`src/rtl/yapay_zeka_carpim_biriktirici_pkg.sv`:
```
// Shared definitions for the AI-accelerator multiply-accumulate receiver:
// FSM state encodings and the RUN-length default shared with the controller.
package yapay_zeka_carpim_biriktirici_pkg;

  typedef enum logic [1:0] {
    YZC_BOS      = 2'd0,
    YZC_BIRIKTIR = 2'd1,
    YZC_BOSALT   = 2'd2,
    YZC_HAZIR    = 2'd3
  } yzc_durum_t;

  // Weight/data bank depth; the controller streams at most this many pairs per RUN.
  localparam int ELEMAN_SAYISI_VARS = 16;
  // Stages behind operand capture: product register, accumulator.
  localparam int BORU_DERINLIK_VARS = 2;

endpackage

```
`src/rtl/yapay_zeka_carpim_biriktirici_if.sv`:
```
// RUN-stream bus between the accelerator controller (master) and the
// multiply-accumulate receiver (slave); names are from the receiver's side.
interface yapay_zeka_carpim_biriktirici_if;

  logic        carpma_rst_i;
  logic [31:0] carp_deger1_i;
  logic [31:0] carp_deger2_i;
  logic [31:0] sonuc_o;
  logic        sonuc_gecerli_o;
  logic [4:0]  eleman_sayisi_o;
  logic        tasma_o;

  modport master (
    output carpma_rst_i, carp_deger1_i, carp_deger2_i,
    input  sonuc_o, sonuc_gecerli_o, eleman_sayisi_o, tasma_o
  );

  modport slave (
    input  carpma_rst_i, carp_deger1_i, carp_deger2_i,
    output sonuc_o, sonuc_gecerli_o, eleman_sayisi_o, tasma_o
  );

endinterface

```
`src/rtl/yapay_zeka_carpici.sv`:
```
// Registered signed 32x32 multiplier keeping the low 32 product bits, with
// enable and valid pass-through; kept separate so it can map onto DSP blocks.
module yapay_zeka_carpici (
  input  logic               clk_i,
  input  logic               rst_i,
  input  logic               en_i,
  input  logic               gecerli_i,
  input  logic signed [31:0] carp_a_i,
  input  logic signed [31:0] carp_b_i,
  output logic        [31:0] carpim_o,
  output logic               gecerli_o
);

  logic signed [31:0] w_carpim;
  logic        [31:0] r_carpim;
  logic               r_gecerli;

  // Low half of a two's-complement product is sign-agnostic, so a 32-bit context suffices.
  assign w_carpim = carp_a_i * carp_b_i;

  // NOTE: reset is checked before the enable so a stalled pipeline still empties on rst_i.
  always_ff @(posedge clk_i) begin
    if (rst_i) begin
      r_carpim  <= '0;
      r_gecerli <= 1'b0;
    end else if (en_i) begin
      // NOTE: non-blocking assignments keep every register sampling pre-edge values.
      r_carpim  <= w_carpim;
      r_gecerli <= gecerli_i;
    end
  end

  assign carpim_o  = r_carpim;
  assign gecerli_o = r_gecerli;

endmodule

```
`src/rtl/yapay_zeka_carpim_biriktirici.sv`:
```
// Receiving end of the accelerator RUN stream: captures operand pairs, multiplies
// them (signed) and accumulates one convolution result with a valid flag.
module yapay_zeka_carpim_biriktirici
  import yapay_zeka_carpim_biriktirici_pkg::*;
#(
  parameter int ELEMAN_SAYISI = ELEMAN_SAYISI_VARS,
  parameter int BORU_DERINLIK = BORU_DERINLIK_VARS
) (
  input  logic                                 clk_i,
  input  logic                                 rst_i,
  input  logic                                 ddb_durdur_i,
  yapay_zeka_carpim_biriktirici_if.slave       bus
);

  yzc_durum_t  r_durum;
  logic [3:0]  r_bosalt_sayac;
  logic        r_s1_gecerli;
  logic [31:0] r_s1_veri;
  logic [31:0] r_s1_agirlik;
  logic        w_s2_gecerli;
  logic [31:0] w_s2_carpim;
  logic [31:0] r_toplam;
  logic [4:0]  r_eleman_sayisi;
  logic        r_tasma;
  logic        r_gecerli;
  logic        w_kabul;
  logic        w_baslat;

  // Pairs arriving while draining are ignored; a new RUN may start from BOS or HAZIR.
  assign w_kabul  = ~bus.carpma_rst_i && ~ddb_durdur_i && (r_durum != YZC_BOSALT);
  assign w_baslat = w_kabul && (r_durum != YZC_BIRIKTIR);

  always_ff @(posedge clk_i) begin
    if (rst_i) begin
      r_s1_gecerli <= 1'b0;
      r_s1_veri    <= '0;
      r_s1_agirlik <= '0;
    end else if (~ddb_durdur_i) begin
      r_s1_gecerli <= w_kabul;
      if (w_kabul) begin
        r_s1_veri    <= bus.carp_deger1_i;
        r_s1_agirlik <= bus.carp_deger2_i;
      end
    end
  end

  yapay_zeka_carpici u_carpici (
    .clk_i     (clk_i),
    .rst_i     (rst_i),
    .en_i      (~ddb_durdur_i),
    .gecerli_i (r_s1_gecerli),
    .carp_a_i  (r_s1_veri),
    .carp_b_i  (r_s1_agirlik),
    .carpim_o  (w_s2_carpim),
    .gecerli_o (w_s2_gecerli)
  );

  // The pipeline is empty whenever a RUN starts, so clearing on start cannot drop a product.
  always_ff @(posedge clk_i) begin
    if (rst_i) begin
      r_toplam <= '0;
    end else if (~ddb_durdur_i) begin
      if (w_baslat)          r_toplam <= '0;
      else if (w_s2_gecerli) r_toplam <= r_toplam + w_s2_carpim;
    end
  end

  always_ff @(posedge clk_i) begin
    if (rst_i) begin
      r_durum         <= YZC_BOS;
      r_bosalt_sayac  <= '0;
      r_eleman_sayisi <= '0;
      r_tasma         <= 1'b0;
      r_gecerli       <= 1'b0;
    end else if (~ddb_durdur_i) begin
      case (r_durum)
        YZC_BOS, YZC_HAZIR: begin
          if (w_kabul) begin
            r_durum         <= YZC_BIRIKTIR;
            r_eleman_sayisi <= 5'd1;
            r_tasma         <= (ELEMAN_SAYISI < 1);
            r_gecerli       <= 1'b0;
          end
        end
        YZC_BIRIKTIR: begin
          if (w_kabul) begin
            if (r_eleman_sayisi != 5'd31) r_eleman_sayisi <= r_eleman_sayisi + 5'd1;
            if (32'(r_eleman_sayisi) >= ELEMAN_SAYISI) r_tasma <= 1'b1;
          end else begin
            r_durum        <= YZC_BOSALT;
            r_bosalt_sayac <= '0;
          end
        end
        YZC_BOSALT: begin
          if (32'(r_bosalt_sayac) >= BORU_DERINLIK - 1) begin
            r_durum   <= YZC_HAZIR;
            r_gecerli <= 1'b1;
          end else begin
            r_bosalt_sayac <= r_bosalt_sayac + 4'd1;
          end
        end
        default: r_durum <= YZC_BOS;
      endcase
    end
  end

  assign bus.sonuc_o         = r_toplam;
  assign bus.sonuc_gecerli_o = r_gecerli;
  assign bus.eleman_sayisi_o = r_eleman_sayisi;
  assign bus.tasma_o         = r_tasma;

endmodule

```
`src/flat_wrapper.sv`:
```
// flat-port wrapper written by rule: the top's interface ports become plain ports
module yapay_zeka_carpim_biriktirici_flat import yapay_zeka_carpim_biriktirici_pkg::*;
#(
  parameter int ELEMAN_SAYISI = ELEMAN_SAYISI_VARS,
  parameter int BORU_DERINLIK = BORU_DERINLIK_VARS
)
  (clk_i, rst_i, ddb_durdur_i, bus_carpma_rst_i, bus_carp_deger1_i, bus_carp_deger2_i, bus_sonuc_o, bus_sonuc_gecerli_o, bus_eleman_sayisi_o, bus_tasma_o);
  yapay_zeka_carpim_biriktirici_if bus_i ();
  input  logic clk_i;
  input  logic rst_i;
  input  logic ddb_durdur_i;
  input wire logic [$bits(bus_i.carpma_rst_i)-1:0] bus_carpma_rst_i;
  input wire logic [$bits(bus_i.carp_deger1_i)-1:0] bus_carp_deger1_i;
  input wire logic [$bits(bus_i.carp_deger2_i)-1:0] bus_carp_deger2_i;
  output wire logic [$bits(bus_i.sonuc_o)-1:0] bus_sonuc_o;
  output wire logic [$bits(bus_i.sonuc_gecerli_o)-1:0] bus_sonuc_gecerli_o;
  output wire logic [$bits(bus_i.eleman_sayisi_o)-1:0] bus_eleman_sayisi_o;
  output wire logic [$bits(bus_i.tasma_o)-1:0] bus_tasma_o;
  assign bus_i.carpma_rst_i = bus_carpma_rst_i;
  assign bus_i.carp_deger1_i = bus_carp_deger1_i;
  assign bus_i.carp_deger2_i = bus_carp_deger2_i;
  assign bus_sonuc_o = bus_i.sonuc_o;
  assign bus_sonuc_gecerli_o = bus_i.sonuc_gecerli_o;
  assign bus_eleman_sayisi_o = bus_i.eleman_sayisi_o;
  assign bus_tasma_o = bus_i.tasma_o;
  yapay_zeka_carpim_biriktirici #(.ELEMAN_SAYISI(ELEMAN_SAYISI), .BORU_DERINLIK(BORU_DERINLIK)) u_core (.clk_i(clk_i), .rst_i(rst_i), .ddb_durdur_i(ddb_durdur_i), .bus(bus_i));
endmodule
```
`config.mk`:
```
export PLATFORM = sky130hd
export DESIGN_NAME = yapay_zeka_carpim_biriktirici_flat
export DESIGN_NICKNAME = d
export VERILOG_FILES = /design/src/rtl/yapay_zeka_carpim_biriktirici_pkg.sv /design/src/rtl/yapay_zeka_carpim_biriktirici_if.sv /design/src/rtl/yapay_zeka_carpici.sv /design/src/rtl/yapay_zeka_carpim_biriktirici.sv /design/src/flat_wrapper.sv
export SDC_FILE = /design/constraint.sdc
export NUM_CORES = 2
export LEC_CHECK = 0
export CORE_MARGIN = 2
export CORE_UTILIZATION = 58
export DETAILED_ROUTE_END_ITERATION = 8
export PLACE_DENSITY = 0.8
export SYNTH_ARGS = -nofsm -noshare
export SYNTH_HDL_FRONTEND = slang
export SYNTH_SLANG_ARGS = --single-unit
```
`constraint.sdc`:
```
create_clock -name clk_i -period 6.94 [get_ports clk_i]
set_clock_uncertainty 0.15 [all_clocks]
set_input_delay 1.388 -clock clk_i [delete_from_list [all_inputs] [get_ports clk_i]]
set_output_delay 1.388 -clock clk_i [all_outputs]
set_load 0.05 [all_outputs]
```
### Word level (Yosys, flattened, before mapping)

Index checks and enable logic that the tools add are counted.

| storage, ports and cells | value |
|---|---|
| output and inout bits | 39 |
| input port bits | 68 |
| word-level logic and storage cells | 67 |
| bits in registers | 143 |

| cells by class | value |
|---|---|
| mux-type cells | 19 |
| reduce and logical (&&, ||, !) cells | 16 |
| $mul | 1 |
| equal/unequal tests | 13 |
| bitwise operators | 2 |
| order comparisons | 2 |
| $add $sub $neg | 3 |

Operators with widths:

| cell | count |
|---|---|
| 32-bit two-way mux | 2 |
| 32-bit adder | 1 |
| 32-bit by 32-bit multiplier with 32-bit output | 1 |
| 5-bit two-way mux | 3 |
| 2-bit by 1-bit inequality test with 1-bit output (second input constant) | 6 |
| 4-bit AND reduction | 3 |
| 5-bit case mux with 2 select lines | 1 |
| 5-bit AND reduction | 2 |
| 4-bit two-way mux | 2 |
| 4-bit case mux with 2 select lines | 1 |
| 2-bit nonzero test | 4 |
| 2-bit two-way mux | 3 |
| 2-bit inequality test (second input constant) | 3 |
| 2-bit case mux with 3 select lines | 1 |
| 5-bit by 1-bit adder with 5-bit output (second input constant) | 1 |
| 5-bit >= comparator (second input constant) | 1 |
| 5-bit inequality test (second input constant) | 1 |
| 4-bit by 1-bit adder with 4-bit output (second input constant) | 1 |
| 2-bit equality test (second input constant) | 2 |
| 4-bit by 1-bit >= comparator with 1-bit output (second input constant) | 1 |
| 1-bit two-way mux | 4 |
| 1-bit case mux with 2 select lines | 2 |
| 2-bit AND reduction | 2 |
| 1-bit logical AND | 3 |
| other kinds (4) | 5 |

### Longest topological paths before layout

| logic depth | value |
|---|---|
| depth in word-level cells | 6 |
| depth in mapped cells | 28 |
| depth with buffers taken out | 25 |

### Modules after synthesis

A second synthesis with hierarchy kept.

| unflattened totals | value |
|---|---|
| cells, all modules | 2,669 |
| area, all modules | 23,309.9 um2 |

By module, submodules not included:

| module | area an instance (um2) | cells each | seq. area each (um2) | times used |
|---|---|---|---|---|
| yapay_zeka_carpici | 17,536.8 | 1,934 | 660.6 | 1 |
| yapay_zeka_carpim_biriktirici | 5,773.0 | 735 | 2,202.1 | 1 |

### Worst setup path after synthesis

OpenSTA, ideal clock, no wires.

| timing | value |
|---|---|
| path kind | register to register |
| start point | reg u_core.r_s1_agirlik[5] |
| end point | reg u_core.u_carpici.r_carpim[29] (netlist: u_core.u_carpici.carpim_o[29]) |
| data required time | 6.727 ns |
| setup time | 0.063 ns |
| path slack | -0.207 ns |
| arrival | 6.935 ns |
| stages on the path, launching flop included | 26 |
| cells stage by stage | dfxtp_1 > clkbuf_1 > clkbuf_1 > and2_1 > fa_1 > fa_1 > fa_1 > inv_1 > fa_1 > inv_1 > fa_1 > inv_1 > fa_1 > inv_1 > fa_1 > fa_1 > ha_1 > buf_2 > nand3_1 > or4_1 > a21oi_1 > a211oi_1 > nor3b_1 > o21ai_1 > or4_1 > nand3_1 |

| on the way | value |
|---|---|
| longest elaborated chain between the ends | 1 |

Ends and longest elaborated chain:

| item | RTL line | text |
|---|---|---|
| start: declaration | yapay_zeka_carpim_biriktirici.sv:19 | `logic [31:0] r_s1_agirlik;` |
| start signal: assignment | yapay_zeka_carpim_biriktirici.sv:42 | `r_s1_agirlik <= bus.carp_deger2_i;` |
| 32-bit by 32-bit multiplier with 32-bit output | yapay_zeka_carpici.sv:19 | `assign w_carpim = carp_a_i * carp_b_i;` |
| end signal: assignment | yapay_zeka_carpici.sv:28 | `r_carpim <= w_carpim;` |
| end: declaration | yapay_zeka_carpici.sv:15 | `logic [31:0] r_carpim;` |

Every way passes these cells.
A chain may end at the register's enable or synchronous reset.

### Worst setup path after layout

| timing | value |
|---|---|
| start point | reg u_core.r_s1_veri[16] |
| end point | reg u_core.u_carpici.r_carpim[29] (netlist: u_core.u_carpici.carpim_o[29]) |

| on the way | value |
|---|---|
| longest elaborated chain between the ends | 1 |

Ends and longest elaborated chain:

| item | RTL line | text |
|---|---|---|
| start: declaration | yapay_zeka_carpim_biriktirici.sv:18 | `logic [31:0] r_s1_veri;` |
| start signal: assignment | yapay_zeka_carpim_biriktirici.sv:41 | `r_s1_veri <= bus.carp_deger1_i;` |
| 32-bit by 32-bit multiplier with 32-bit output | yapay_zeka_carpici.sv:19 |  |

Every way passes these cells.

==> impl_metrics.csv <==
group,metric,value,unit
setup_path,critPathBufInv,3,
setup_path,cp.required,7190,ps
setup_path,startpoint_type,"flip-flop",
sta,tns,-81.9,ps
sta,max_slew_margin,0.312,
synthesis,synth_compound_area_frac,0.0803,
outcome,violations,"negative setup slack",
global_route,antenna_found_initial,0,
synthesis,seq_area_frac_synth,0.125,
setup_path,cp.arrival,7230,ps
sta,final_hold_viol_count,0,
synthesis,yosys.area_share.simple,0.195,
place,hpwl,50700,um
route,vias_per_cell,5.66,
floorplan,rows,72,
floorplan,start_util,0.589,
synthesis,syn-cell-area,22900,um2
pwr,comb_power_share,0.319,
route,drc,0,
pwr,p_leak,12.9,nW
cells_and_area,final_nets,3451,
global_route,track_usage,0.323,
synthesis,syn_inst,2633,
floorplan,fp.dieH,203,um
global_route,grt_pass1_vias,19575,
setup_path,slowest_delay,590,ps
route,dr.max_layer_used,"met4",
clocking,clk_latency,470,ps
synthesis,synth_top_cells_by_area,"fa_1, dfxtp_1, ha_1",
pwr,total_power,2.84,mW
sta,hold_ws,307,ps
clocking,ctsHoldBuffers,0,
setup_path,crit_type,"reg -> reg",
synthesis,async_flop_share,0,
cells_and_area,syn2layout_area_growth,16.8,%
setup_path,slowest_stage,"fa_2",
route,met2_wirelength,29900,um
pwr,p_per_area,106,nW/um2
synthesis,synth_top_family_by_area,"adder cells",
synthesis,ys_types,69,
route,vias,18769,
run,maxCapViolCount,0,
setup_path,crit_path_end_kind,"flip-flop",
cells_and_area,layout-drive-gt1-share,0.113,
cells_and_area,fin_util,0.688,
synthesis,yosysMostFrequentCell,"inv_1",
sta,setup_viol,3,
floorplan,die-area,41100,um2
sta,setup_ws,-44.3,ps
pwr,intPower,1.79,mW
global_route,grt-ovfl-total,0,
pwr,switchingPower,1.05,mW
outcome,status,"finished, violations left",
floorplan,top_level_ports,107,
clocking,cts_sinks,143,
place,io_buffers,106,
synthesis,synth.avg_cell_area,8.69,um2
global_route,grt_max_degree,81,
sta,fmax,0.143,GHz
route,detail-route-antenna-nets,0,
route,drt_iter0_markers,1541,
sta,fin_crit_sh,1.01,
clocking,cts-root-buf,"clkbuf_16",
synthesis,syn_nets,3299,
floorplan,fp.coreArea,38800,um2
global_route,grt_pass1_wl,103000,um
synthesis,synth_ff_type,"dfxtp_1",
sta,min_period,6980,ps
synthesis,ys_warn_count,0,
synthesis,synth-xor-area-share,0.0377,
synthesis,synth_edf_count,0,
route,wl,64100,um
place,finalWeightedCongestion,0.968,
sta,rsz0062_at_grt,"yes",
clocking,h-tree-depth,4,
clocking,cts_tree,"done",
clocking,cts_inserted_buffers,17,
cells_and_area,diodes,0,
synthesis,synthTopCellsByCount,"inv_1, fa_1, nand2_1",
synthesis,yosysTopAreaCell,"fa_1",
pwr,ir_worst_vdd,197,uV
min_path,hp-class,"reg -> reg",
setup_path,cp_max_fo,6,
synthesis,yosysTopAreaCellShare,0.358,
setup_path,worst_path_most_repeated_cell,"fa_1",
route,first_pass_iters,6,
synthesis,synth.area.mux_share,0.00618,
synthesis,synthAdderAreaFrac,0.461,
sta,slew_viol_final,0,
floorplan,die_width,203,um
synthesis,ys_ff_latch,143,
place,dp_slack,-346,ps
pwr,netSwitchingFraction,0.369,
pwr,seqPwrFrac,0.325,
sta,worst_pin_slew,1030,ps
clocking,clock_path_buffers,2,
setup_path,path_cells,"buf_6 -> and2_1 -> fa_1 -> fa_1 -> inv_1 -> fa_1 -> fa_1 -> inv_2 -> fa_1 -> fa_2 -> fa_1 -> fa_1 -> ha_4 -> o21ai_2 -> or4_4 -> a21oi_4 -> a211oi_4 -> nor3b_2 -> o21ai_1 -> or4_1 -> nand3_1",
route,met3_length,5780,um
pwr,clkPwrFrac,0.357,
route,wl_met1,26100,um
setup_path,path_delay_family,"adder cells",
route,wire_per_inst,19.3,um
clocking,clk_pin_slew,70,ps
## state kept, by name, indices dropped and copies added (netlist names), 2 cells and up
| name | count |
|---|---|
| u_core.u_carpici.carpim_o | 32 |
| u_core.r_s1_veri | 32 |
| u_core.bus.eleman_sayisi_o | 5 |
| u_core.r_s1_agirlik | 32 |
| u_core.bus.sonuc_o | 32 |
| u_core.r_bosalt_sayac | 4 |
| u_core.r_durum | 2 |
## logic make-up (layout without fill, tap and decap cells)
kind of cell / Yosys count / after routing
AOI/OAI and AO/OA: 296 / 296
xor gates and xnor gates: 97 / 97
buffers and inverters: 578 / 743
adders and majority gates: 598 / 598
DFF: 143 / 143
muxes: 14 / 14
and+or+nand+nor: 907 / 907
## final cells by class
cell class,count,area [um2]
Multi-Input combinational cell,1912,18300
Fill cell,2833,12100
Sequential cell,143,2910
Timing Repair Buffer,272,2570
Inverter,439,1650
Tap cell,518,648
Clock buffer,17,425
Clock inverter,15,193
## through the flow
step | cell area (um2) | instances
finish | 26700 | 3316
global route | 26700 | 3316
CTS | 26200 | 3311
detailed placement | 25400 | 3273
global placement | 25400 | 3273
floorplan | 22900 | 2633
## worst reg2reg max path, stage by stage (launching register included)
cell and delay [ps]:
dfxtp_2 380, buf_6 160, and2_1 160, fa_1 440
fa_1 520, inv_1 70, fa_1 460, fa_1 560
inv_2 40, fa_1 490, fa_2 590, fa_1 430
fa_1 490, ha_4 300, o21ai_2 60, or4_4 540
a21oi_4 180, a211oi_4 100, nor3b_2 190, o21ai_1 90
or4_1 420, nand3_1 110
## power by group through the flow
stage	clock network, mW	logic (mW)	registers (mW)
after floorplan	0	0.487	0.917
after global placement	0	0.799	0.932
after detailed placement	0	0.823	0.934
after CTS	1.02	0.844	0.917
after global routing	1.05	0.983	0.923
final	1.01	0.905	0.921
## path summary, 6_finish.rpt
path / from / to / slack, ps / cells past startpoint
worst max register to register: u_core.r_s1_veri[16] / u_core.u_carpici.carpim_o[29] / -40 / 21
worst min-delay path: u_core.bus.tasma_o / u_core.bus.tasma_o / 310 / 2
worst min register to register: u_core.bus.tasma_o / u_core.bus.tasma_o / 310 / 2
worst max-delay path: u_core.r_s1_veri[16] / u_core.u_carpici.carpim_o[29] / -40 / 21
## timing repair
action,in CTS,in global routing
gates resized for setup,49,100
pin swaps,9,55
buffers inserted,6,5
gates cloned,0,1
setup endpoints to repair,8,15
## cell usage in the layout (no fill, tap or decap), types with 8 or more instances in the layout
master and n:
a21o_1 20, clkdlybuf4s50_1 104, a22oi_1 20, nor2_1 99
xor2_1 28, dfxtp_2 19, xnor2_1 68, o21ai_0 18
a21oi_2 8, nand2_1 384, buf_4 134, o21ai_1 10
fa_2 18, buf_6 13, a21oi_1 139, dfxtp_1 117
inv_1 433, ha_1 174, mux2i_1 13, buf_12 16
nand3_1 13, and3_1 10, ha_4 13, a211oi_1 9
or3_1 10, and2_1 324, clkbuf_16 17, nor3_1 12
a31oi_1 9, fa_1 391
## layer usage
metal / global-route usage / up-vias
met5: 0 / -
met3: 0.0673 / 153
met1: 0.437 / 9309
li1: - / 8379
met4: 0.114 / 0
met2: 0.516 / 928
Power figures use the tool's default switching activity.
